[src/rtl/mem_arbiter.sv]
// -----------------------------------------------------------------------------
// mem_arbiter
//
// Shares one single-master bus between the instruction-fetch port and the
// data-access port of a CPU pipeline. Data accesses have fixed priority over
// fetches. One bus transaction is in flight at a time. The address, write
// data, write enable and byte lanes are captured when a request is accepted,
// so the bus side stays stable for the whole transaction. Each completion is
// reported with a one-cycle registered ready pulse on the requesting port.
//
// Optional feature (compile-time macro ARB_TIMEOUT_EN):
//   When defined, an 8-bit busy-cycle counter aborts a transaction that has
//   not seen bus_ack after TIMEOUT_CYCLES busy cycles. The abort pulses the
//   active ready output with read data 0 and pulses bus_err in the same
//   cycle. An ack arriving on the timeout cycle wins and completes normally.
//   When undefined, no counter exists, bus_err is tied to 0 and a transaction
//   waits for bus_ack indefinitely.
//
// Parameters
//   TIMEOUT_CYCLES  busy cycles allowed before abort (ARB_TIMEOUT_EN only)
//
// Ports
//   clock           rising-edge clock
//   reset           synchronous, active-high reset
//   if_req          fetch read request, held until if_ready
//   if_addr         fetch address
//   if_rdata        fetch read data, valid with if_ready, held otherwise
//   if_ready        one-cycle fetch completion pulse
//   mem_req         data request, held until mem_ready
//   mem_we          data write enable (1 = write)
//   mem_addr        data address
//   mem_wdata       data write data
//   mem_sel         data byte lane enables
//   mem_rdata       data read data, valid with mem_ready, held otherwise
//   mem_ready       one-cycle data completion pulse
//   bus_cyc         bus transaction active
//   bus_we          bus write enable
//   bus_addr        bus address
//   bus_wdata       bus write data
//   bus_sel         bus byte lanes
//   bus_rdata       bus read data
//   bus_ack         bus completion
//   bus_err         one-cycle timeout-abort pulse
//   stall_from_if   fetch-side stall to pipeline control (combinational)
//   stall_from_mem  data-side stall to pipeline control (combinational)
// -----------------------------------------------------------------------------
module mem_arbiter #(
  parameter int TIMEOUT_CYCLES = 255
) (
  input  logic        clock,
  input  logic        reset,
  // fetch port
  input  logic        if_req,
  input  logic [31:0] if_addr,
  output logic [31:0] if_rdata,
  output logic        if_ready,
  // data port
  input  logic        mem_req,
  input  logic        mem_we,
  input  logic [31:0] mem_addr,
  input  logic [31:0] mem_wdata,
  input  logic [3:0]  mem_sel,
  output logic [31:0] mem_rdata,
  output logic        mem_ready,
  // bus
  output logic        bus_cyc,
  output logic        bus_we,
  output logic [31:0] bus_addr,
  output logic [31:0] bus_wdata,
  output logic [3:0]  bus_sel,
  input  logic [31:0] bus_rdata,
  input  logic        bus_ack,
  output logic        bus_err,
  // pipeline control
  output logic        stall_from_if,
  output logic        stall_from_mem
);

  typedef enum logic [1:0] {
    IDLE = 2'd0,
    IBUS = 2'd1,
    DBUS = 2'd2
  } state_t;

  state_t      r_state;
  state_t      w_state_nxt;

  // Captured transaction fields driving the bus
  logic        r_we;
  logic [31:0] r_addr;
  logic [31:0] r_wdata;
  logic [3:0]  r_sel;

  // Completion outputs
  logic [31:0] r_if_rdata;
  logic [31:0] r_mem_rdata;
  logic        r_if_ready;
  logic        r_mem_ready;

  logic        w_if_pend;
  logic        w_mem_pend;
  logic        w_busy;
  logic        w_timeout;
  logic        w_load_if;
  logic        w_load_mem;
  logic        w_done_if;
  logic        w_done_mem;
  logic        w_abort;

  // A requester is still held high during its own ready cycle; masking with
  // the ready pulse keeps that finished request from being accepted again,
  // while the other port may be accepted in the same IDLE cycle.
  assign w_mem_pend     = mem_req & ~r_mem_ready;
  assign w_if_pend      = if_req  & ~r_if_ready;
  assign stall_from_mem = w_mem_pend;
  assign stall_from_if  = w_if_pend;

  assign w_busy    = (r_state != IDLE);
  assign bus_cyc   = w_busy;
  assign bus_we    = r_we;
  assign bus_addr  = r_addr;
  assign bus_wdata = r_wdata;
  assign bus_sel   = r_sel;

  assign if_rdata  = r_if_rdata;
  assign if_ready  = r_if_ready;
  assign mem_rdata = r_mem_rdata;
  assign mem_ready = r_mem_ready;

`ifdef ARB_TIMEOUT_EN
  // The counter holds the number of completed busy cycles without ack, so
  // the last allowed busy cycle is the one where it equals TIMEOUT_CYCLES-1.
  localparam logic [7:0] TO_LAST = 8'(TIMEOUT_CYCLES - 1);

  logic [7:0] r_to_cnt;
  logic       r_bus_err;

  assign w_timeout = (r_to_cnt == TO_LAST);
  assign bus_err   = r_bus_err;

  always_ff @(posedge clock) begin
    if (reset) begin
      r_to_cnt  <= '0;
      r_bus_err <= 1'b0;
    end else begin
      r_bus_err <= w_abort;
      if (w_load_if || w_load_mem) begin
        r_to_cnt <= '0;
      end else if (w_busy && !bus_ack) begin
        r_to_cnt <= r_to_cnt + 8'd1;
      end
    end
  end
`else
  logic w_unused_cfg;

  assign w_unused_cfg = ^TIMEOUT_CYCLES;
  assign w_timeout    = 1'b0;
  assign bus_err      = 1'b0;
`endif

  // State register
  always_ff @(posedge clock) begin
    if (reset) begin
      r_state <= IDLE;
    end else begin
      r_state <= w_state_nxt;
    end
  end

  // Next-state and transaction control
  always_comb begin
    w_state_nxt = r_state;
    w_load_if   = 1'b0;
    w_load_mem  = 1'b0;
    w_done_if   = 1'b0;
    w_done_mem  = 1'b0;
    w_abort     = 1'b0;
    case (r_state)
      IDLE: begin
        // bus_ack is deliberately not looked at here
        if (w_mem_pend) begin
          w_state_nxt = DBUS;
          w_load_mem  = 1'b1;
        end else if (w_if_pend) begin
          w_state_nxt = IBUS;
          w_load_if   = 1'b1;
        end
      end
      IBUS: begin
        if (bus_ack) begin
          w_done_if   = 1'b1;
          w_state_nxt = IDLE;
        end else if (w_timeout) begin
          w_done_if   = 1'b1;
          w_abort     = 1'b1;
          w_state_nxt = IDLE;
        end
      end
      DBUS: begin
        if (bus_ack) begin
          w_done_mem  = 1'b1;
          w_state_nxt = IDLE;
        end else if (w_timeout) begin
          w_done_mem  = 1'b1;
          w_abort     = 1'b1;
          w_state_nxt = IDLE;
        end
      end
      default: begin
        w_state_nxt = IDLE;
      end
    endcase
  end

  // Captured bus fields and registered completion outputs
  always_ff @(posedge clock) begin
    if (reset) begin
      r_we        <= 1'b0;
      r_addr      <= '0;
      r_wdata     <= '0;
      r_sel       <= '0;
      r_if_rdata  <= '0;
      r_mem_rdata <= '0;
      r_if_ready  <= 1'b0;
      r_mem_ready <= 1'b0;
    end else begin
      r_if_ready  <= w_done_if;
      r_mem_ready <= w_done_mem;

      if (w_load_mem) begin
        r_we    <= mem_we;
        r_addr  <= mem_addr;
        r_wdata <= mem_wdata;
        r_sel   <= mem_sel;
      end else if (w_load_if) begin
        // Fetches are always full-word reads
        r_we    <= 1'b0;
        r_addr  <= if_addr;
        r_sel   <= 4'b1111;
      end

      // An aborted transaction returns zero instead of whatever is on the bus
      if (w_done_if) begin
        r_if_rdata <= w_abort ? 32'd0 : bus_rdata;
      end
      if (w_done_mem) begin
        r_mem_rdata <= w_abort ? 32'd0 : bus_rdata;
      end
    end
  end

endmodule

[config.mk]
export PLATFORM = sky130hd
export DESIGN_NAME = mem_arbiter
export DESIGN_NICKNAME = d
export VERILOG_FILES = /design/src/rtl/mem_arbiter.sv
export SDC_FILE = /design/constraint.sdc
export NUM_CORES = 1
export LEC_CHECK = 0
export ABC_AREA = 1
export CORE_UTILIZATION = 45
export CTS_BUF_LIST = sky130_fd_sc_hd__clkbuf_2
export DETAILED_ROUTE_END_ITERATION = 8
export GPL_ROUTABILITY_DRIVEN = 0
export PLACE_DENSITY = 0.95
export SLEW_MARGIN = 20
export SYNTH_ARGS = -nofsm -noshare
export SYNTH_HDL_FRONTEND = slang
export SYNTH_SLANG_ARGS = --single-unit
[constraint.sdc]
create_clock -name clock -period 3.3 [get_ports clock]
set_clock_uncertainty 0.1 [all_clocks]
set_input_delay 0.66 -clock clock [delete_from_list [all_inputs] [get_ports clock]]
set_output_delay 0.66 -clock clock [all_outputs]
set_load 0.005 [all_outputs]
Yosys cells after proc, flatten, opt, wreduce, memory -nomap -nowiden --
Cells that the tools add are included.
Word-level totals: register bits after elaboration 137, input port bits 138, output and inout bits 139
Cells by class: eq/ne operators 4, multiplexer cells 18, bitwise operators 4, reduce and logical (&&, ||, !) cells 5
Operators with widths (count):
- 32-bit 2-to-1 mux | 2
- 1-bit 2-to-1 mux | 10
- 4-bit 2-to-1 mux | 2
- 2-bit 2-to-1 mux | 3
- 2-bit one-hot mux with 2 select lines | 1
- 2-bit nonzero test | 2
- 3-bit inequality test, second input constant | 1
- 1-bit bitwise AND | 2
- 2-bit by 1-bit == test with 1-bit output, second input constant | 1
- 2-bit == test, second input constant | 1
- 2-bit logical NOT | 1
- 2-bit by 1-bit inequality test with 1-bit output, second input constant | 1
- 1-bit NOT | 2
- 2-bit AND reduction | 1
- 2-bit OR reduction | 1

Longest topological paths before layout --
Gate-level depths: netlist of run 1.
word-level depth 7, gate-level depth with buffers 8, depth with buffers taken out 7

Worst setup path before layout of run 1 --
Ideal clock, no wire load.
kind input-to-output, from input mem_req, to output stall_from_mem, arrival time 1026 ps, path slack 1514 ps, cell stages on the path 3, path buffers 1, cell sequence nand2_2 -> inv_2 -> buf_2
Between the ends: cells in the longest elaborated chain, start to end 1
Ends and longest elaborated chain:
- start, declared | RTL line 58 | input logic mem_req,
- 1-bit bitwise AND | RTL line 113 | assign w_mem_pend = mem_req & ~r_mem_ready;
- end, declared | RTL line 76 | output logic stall_from_mem
Every way passes these cells.

Worst setup path after layout of run 1 --
from register r_state[0], to output bus_cyc
Between the ends: cells in the longest elaborated chain, start to end 1
Ends and longest elaborated chain:
- start, declared | RTL line 85 | state_t r_state;
- start signal, assigned | RTL line 167 | r_state <= w_state_nxt;
- 2-bit nonzero test | RTL line 118 | assign w_busy = (r_state != IDLE);
- end, declared | RTL line 66 | output logic bus_cyc,
Every way passes these cells.

==> reports/summary.txt, run 1 <==
Slew headroom - 51.1%
Synth-to-Final Area Change - 53.6%
maximum clock frequency - 362 MHz
largest stage delay on the critical path - 0.51 ns
number of synthesized register bits - 137
clk root buf - clkbuf_2
CTS buffer count - 17
initial DRC count - 428
die height - 114 um
Hold Slack - 0.375 ns
Max Cap Viol - 0
Worst EP required - 2.54 ns
CP cell instances - inv_1 -> ha_1 -> inv_1 -> clkdlybuf4s50_1
outcome - complete, no violations
leading area contributor after synthesis - dfxtp_1
Finished Core Util - 71.6%
yosys warns - 0
largest net degree at the start of global routing - 67
startpoint types - flip-flop
Hold Fails Final Rpt - 0
CP Class - flip-flop to primary output
Final ANT Viol Nets - 0
Metal-1 WL - 6680 um
sequential area share after synthesis - 48.4%
gr usage total - 26.6%
Final setup viols - 0
Hold Buf Count CTS - 0
number of cells produced by synthesis - 829
Starting Density - 46.6%
Top Metal Used - met4
IO Count - 277
crit path max fanout - 4
worst skew pair latency - 0.68 ns
syn nets - 971
global route overflow - 0
clk buf depth - 2
Die X - 114 um
wire length on met2 - 8380 um
Remaining DRCs - 0
CTS tree - yes
register share of total power - 37.4%
Hold Crit Class - flip-flop to flip-flop
Max Transition Viols Final - 0
CP most frequent cell - inv_1
Clock Sinks - 137
crit end category - primary output
Worst Max-Slew Pin Slew - 0.732 ns
pwr dens - 719 nW/um^2
Synth top area share - 48.4%
Netlist Area Pre-Place - 5670 sq um
Synth cell types - 20
crit path DAT - 2.00 ns
period utilization - 83.7%
drt pass-1 iters - 7
DP Area - 8460 sq um
initial antenna violation count - 1
met3 WL - 1480 um
H-Tree Depth - 4
number of global-route vias before repair - 5754
PostCTS Resize Cnt - 0
Logic pwr share - 46.2%
fin area - 8710 sq um
PortBufs - 275
Via Count - 6034
Clk pwr share - 16.4%
DP HPWL - 12000 um
Sw Ratio - 36.9%
Core Area - 12200 sq um
DR vias/cell - 4.79
routed len/inst - 13.6 um
setup TNS - 0 ns
setup bufs post-CTS - 0
Leak - 3.71 nW
switching pwr - 2.31 mW
average size of a mapped cell - 6.84 sq um
Final #Nets - 1220
crit path max-delay cell type - clkdlybuf4s50_1
first-pass GRT wire length - 27100 um
Peak VDD IR - 0.000384 V
die area - 13100 sq um
largest cells by area after synthesis - dfxtp_1, nor2_1, nand2_1
RSZ-0062 raised after global routing - no
Final min period - 2.76 ns
layout cells sized above 1 - 4.95%
Rows - 40
total wire length - 17200 um
Worst-path clk slew - 0.18 ns
internal power - 3.95 mW
[flip-flops by register name (all words and copies together) (netlist names)]
name and cells:
if_ready 1, if_rdata 32, mem_ready 1, mem_rdata 32, bus_wdata 32, r_state 2, bus_sel 4, bus_we 1
bus_addr 32
[worst paths after layout]
path / start / to / slack, ns / cells past startpoint
min reg2reg: bus_wdata[7]$_SDFFE_PP0P_ / bus_wdata[7]$_SDFFE_PP0P_ / 0.38 / 2
min: bus_wdata[7]$_SDFFE_PP0P_ / bus_wdata[7]$_SDFFE_PP0P_ / 0.38 / 2
max reg2reg: r_state[0]$_SDFFE_PP0P_ / bus_sel[0]$_SDFFE_PP0P_ / 1.04 / 8
max: r_state[0]$_SDFFE_PP0P_ / bus_cyc / 0.54 / 4
[cell usage in the layout, fill, tap and decap left out]
cell type,synthesis,final
o21ai_0,62,62
bufinv_16,0,3
a21oi_1,35,35
ha_2,0,1
buf_4,2,9
nand2_1,140,140
nand3_1,71,71
nor2_1,240,240
inv_2,6,6
clkdlybuf4s50_1,0,275
nand3_2,1,1
nand2_2,3,3
nand4_1,1,1
clkbuf_2,0,18
o21ai_1,2,2
clkinv_4,0,1
nand2_4,1,1
buf_12,0,1
clkinvlp_4,0,3
diode_2,0,1
inv_1,70,70
dfxtp_1,137,137
clkinv_2,0,7
conb_1,1,1
ha_1,4,3
[synthesized netlist by cell type]
cell / number
nand4_1: 1
nand2_2: 3
conb_1: 1
o21ai_0: 62
clkbuf_1: 17
buf_2: 28
nand3_2: 1
inv_1: 70
nand3_1: 71
buf_4: 2
buf_1: 6
o21ai_1: 2
nand2_1: 140
dfxtp_1: 137
ha_1: 4
nand2_4: 1
buf_6: 2
inv_2: 6
nor2_1: 240
a21oi_1: 35
[kinds of logic after synthesis]
group	count (synthesis)	share of synthesized area [%]
and+or+nand+nor	457	32.2
DFF	137	48.4
buffers and inverters	131	9.69
AOI/OAI and AO/OA	99	8.74
adders and majority gates	4	0.883
other	1	0.0661
[power by group through the flow]
stage                     combinational, mW  sequential [mW]  clock [mW]
after detailed placement               2.90             2.38           0
after floorplan                        1.48             2.41           0
final                                  2.89             2.34        1.03
after global placement                 2.83             2.36           0
after global routing                   3.23             2.40        1.14
after CTS                              2.92             2.34        1.05
[through the flow]
| stage | cells | worst slack, ns | total power, mW |
|---|---|---|---|
| floorplan | 829 | 1.51 | 3.89 |
| global placement | 1227 | 0.646 | 5.18 |
| detailed placement | 1227 | 0.561 | 5.28 |
| CTS | 1259 | 0.453 | 6.31 |
| global route | 1260 | 0.387 | 6.76 |
| finish | 1260 | 0.537 | 6.26 |
[cell type report]
class                   count  area [sq um]
clock inverters            14           156
fillers                   941          3450
repair buffers            285          2840
diodes                      1          2.50
inverters                  76           285
flip-flops and latches    137          2740
multi-input cells         561          2380
clock buffers              18          90.1
well taps                 168           210
[worst max-delay path, delay by kind of cell (launching register included)]
kind       cells  cell delay (ns)
fa+ha+maj      1             0.26
buf+inv        3             0.67
flops          1             0.40
[metal layers]
| metal | vias up | GRT usage (%) |
|---|---|---|
| met5 | - | 0 |
| met4 | 0 | 14.0 |
| met3 | 48 | 9.05 |
| met2 | 241 | 46.2 |
| met1 | 2688 | 28.5 |
| li1 | 3057 | - |
Note: power is estimated with default switching activity, not from simulation.
==> run 2: changes to the inputs <==
Settings changed: CORE_UTILIZATION 45 to 42, PLACE_DENSITY 0.95 to 0.92.
Clock period 3.3 ns to 2.7 ns, I/O delays scaled along.
==> run 2 against run 1 <==
Compared with the run above: non-clock buffer count grew 5; clock power up 24%; die area is 7.0% higher; combinational power increased by 27%; largest power group unchanged; largest cell class unchanged; sequential share of layout area fell by 0.32 points; clock-buffer cell count grew 2; setup slack got worse by 0.40 ns; global-route usage fell by 2.0 points; critical path type unchanged; sequential power up 22%; register-to-register slack got worse by 0.06 ns.
==> reports/summary.txt, run 2 (synthesized netlist as in run 1, its figures left out) <==
outcome - complete, no violations (unchanged)
global route overflow - 0 (unchanged)
Slew headroom - 64.9% (was 51.1%)
die height - 118 um (was 114 um)
Worst EP required - 2.06 ns (was 2.54 ns)
Final setup viols - 0 (unchanged)
Clock Sinks - 137 (unchanged)
Leak - 3.75 nW (was 3.71 nW)
maximum clock frequency - 390 MHz
largest net degree at the start of global routing - 69 (was 67)
number of global-route vias before repair - 5697 (was 5754)
Final #Nets - 1225 (was 1220)
Die X - 118 um (was 114 um)
H-Tree Depth - 4 (unchanged)
Final ANT Viol Nets - 0 (unchanged)
largest stage delay on the critical path - 0.51 ns (about the same)
gr usage total - 24.6% (was 26.6%)
initial antenna violation count - 2 (was 1)
Worst-path clk slew - 0.20 ns (was 0.18 ns)
IO Count - 277 (unchanged)
crit path DAT - 1.92 ns (was 2.00 ns)
Finished Core Util - 66.8% (was 71.6%)
setup TNS - 0 ns (unchanged)
Core Area - 13200 sq um (was 12200 sq um)
Via Count - 6032 (was 6034)
layout cells sized above 1 - 5.57% (was 4.95%)
initial DRC count - 387 (was 428)
multi-input logic area - 2380 sq um (about the same)
RSZ-0062 raised after global routing - no (unchanged)
clk root buf - clkbuf_2 (unchanged)
Reg area - 2750 sq um (was 2740 sq um)
CP most frequent cell - inv_1 (unchanged)
CTS tree - yes (unchanged)
Final min period - 2.56 ns
CP Class - flip-flop to primary output (unchanged)
die area - 14000 sq um (was 13100 sq um)
Rows - 42 (was 40)
routed len/inst - 13.3 um (was 13.6 um)
first-pass GRT wire length - 27400 um (was 27100 um)
worst skew pair latency - 0.67 ns (was 0.68 ns)
drt pass-1 iters - 5 (was 7)
most common cell after layout, fill and taps aside - clkdlybuf4s50_1 (unchanged)
crit path max-delay cell type - clkdlybuf4s50_1 (unchanged)
PortBufs - 275 (unchanged)
CP cell instances - inv_1 -> ha_2 -> inv_1 -> clkdlybuf4s50_1 (was inv_1 -> ha_1 -> inv_1 -> clkdlybuf4s50_1)
total power - 7.80 mW (was 6.26 mW)
# fillers - 1072 (was 941)
period utilization - 94.9%
Synth-to-Final Area Change - 55.3% (was 53.6%)
Hold Fails Final Rpt - 0 (unchanged)
Worst Max-Slew Pin Slew - 0.526 ns (was 0.732 ns)
Starting Density - 43.0% (was 46.6%)
CTS buffer count - 17 (unchanged)
Remaining DRCs - 0 (unchanged)
Peak VDD IR - 0.000553 V (was 0.000384 V)
most frequent cells in the layout - clkdlybuf4s50_1, nor2_1, nand2_1, dfxtp_1, nand3_1 (unchanged)
Hold Crit Class - input port to flip-flop (was flip-flop to flip-flop)
DR vias/cell - 4.73 (was 4.79)
pwr dens - 886 nW/um^2 (was 719 nW/um^2)
setup bufs post-CTS - 0 (unchanged)
crit path max fanout - 4 (unchanged)
DP HPWL - 12000 um (about the same)
Max Transition Viols Final - 0 (unchanged)
total wire length - 16900 um (was 17200 um)
crit end category - primary output (unchanged)
clk buf depth - 2 (unchanged)
startpoint types - flip-flop (unchanged)
Max Cap Viol - 0 (unchanged)
run 2: stage by stage:
| stage | hold slack, ns | std cells | worst slack (ns) | cell area [sq um] |
|---|---|---|---|---|
| floorplan | 0.356 | 829 | 1.15 | 5670 |
| global placement | 0.345 | 1240 | 0.292 | 8540 |
| detailed placement | 0.352 | 1240 | 0.295 | 8540 |
| CTS | 0.212 | 1272 | 0.0530 | 8800 |
| global route | 0.205 | 1274 | 0.0244 | 8800 |
| finish | 0.299 | 1274 | 0.136 | 8800 |
run 2: worst paths after layout:
path,from,to,slack [ns],depth (start not counted)
worst max-delay path,r_state[0]$_SDFFE_PP0P_,bus_cyc,0.14,4
worst min-delay path,mem_wdata[21],bus_wdata[21]$_SDFFE_PP0P_,0.30,3
worst max register to register,r_state[1]$_SDFFE_PP0P_,bus_addr[5]$_SDFFE_PP0P_,0.98,6
worst min register to register,bus_we$_SDFFE_PP0P_,bus_we$_SDFFE_PP0P_,0.37,2
run 2: routing by layer:
metal | track usage (%) | up-vias | part of all wire (%)
met2 | 40.4 | 238 | 47
li1 | - | 3060 | -
met3 | 7.05 | 50 | 7.9
met4 | 14.2 | 0 | 4.3
met1 | 28.6 | 2684 | 41
met5 | 0 | - | 0
run 2: power breakdown:
part           leakage (nW)  switching (mW)  internal, mW
clock                 0.155           0.754         0.525
sequential             1.12           0.280          2.58
combinational          2.47            1.83          1.83
total                  3.75            2.87          4.93
run 2: critical path: cells and delay by family (launching register included):
family	cells	cell delay (ns)
flops	1	0.38
buf+inv	3	0.65
fa+ha+maj	1	0.23
run 2: repair_timing:
item | in CTS | in global routing
hold buffers | 0 | 0
setup endpoints to repair | 1 | 0
resized for setup | 3 | 0
run 2: layout make-up:
cell class,count,share of cell area (%)
repair buffers,290,33.1
flip-flops and latches,137,31.2
multi-input cells,561,27.1
inverters,76,3.24
well taps,176,2.50
clock inverters,12,1.72
clock buffers,20,1.14
diodes,2,0.0568
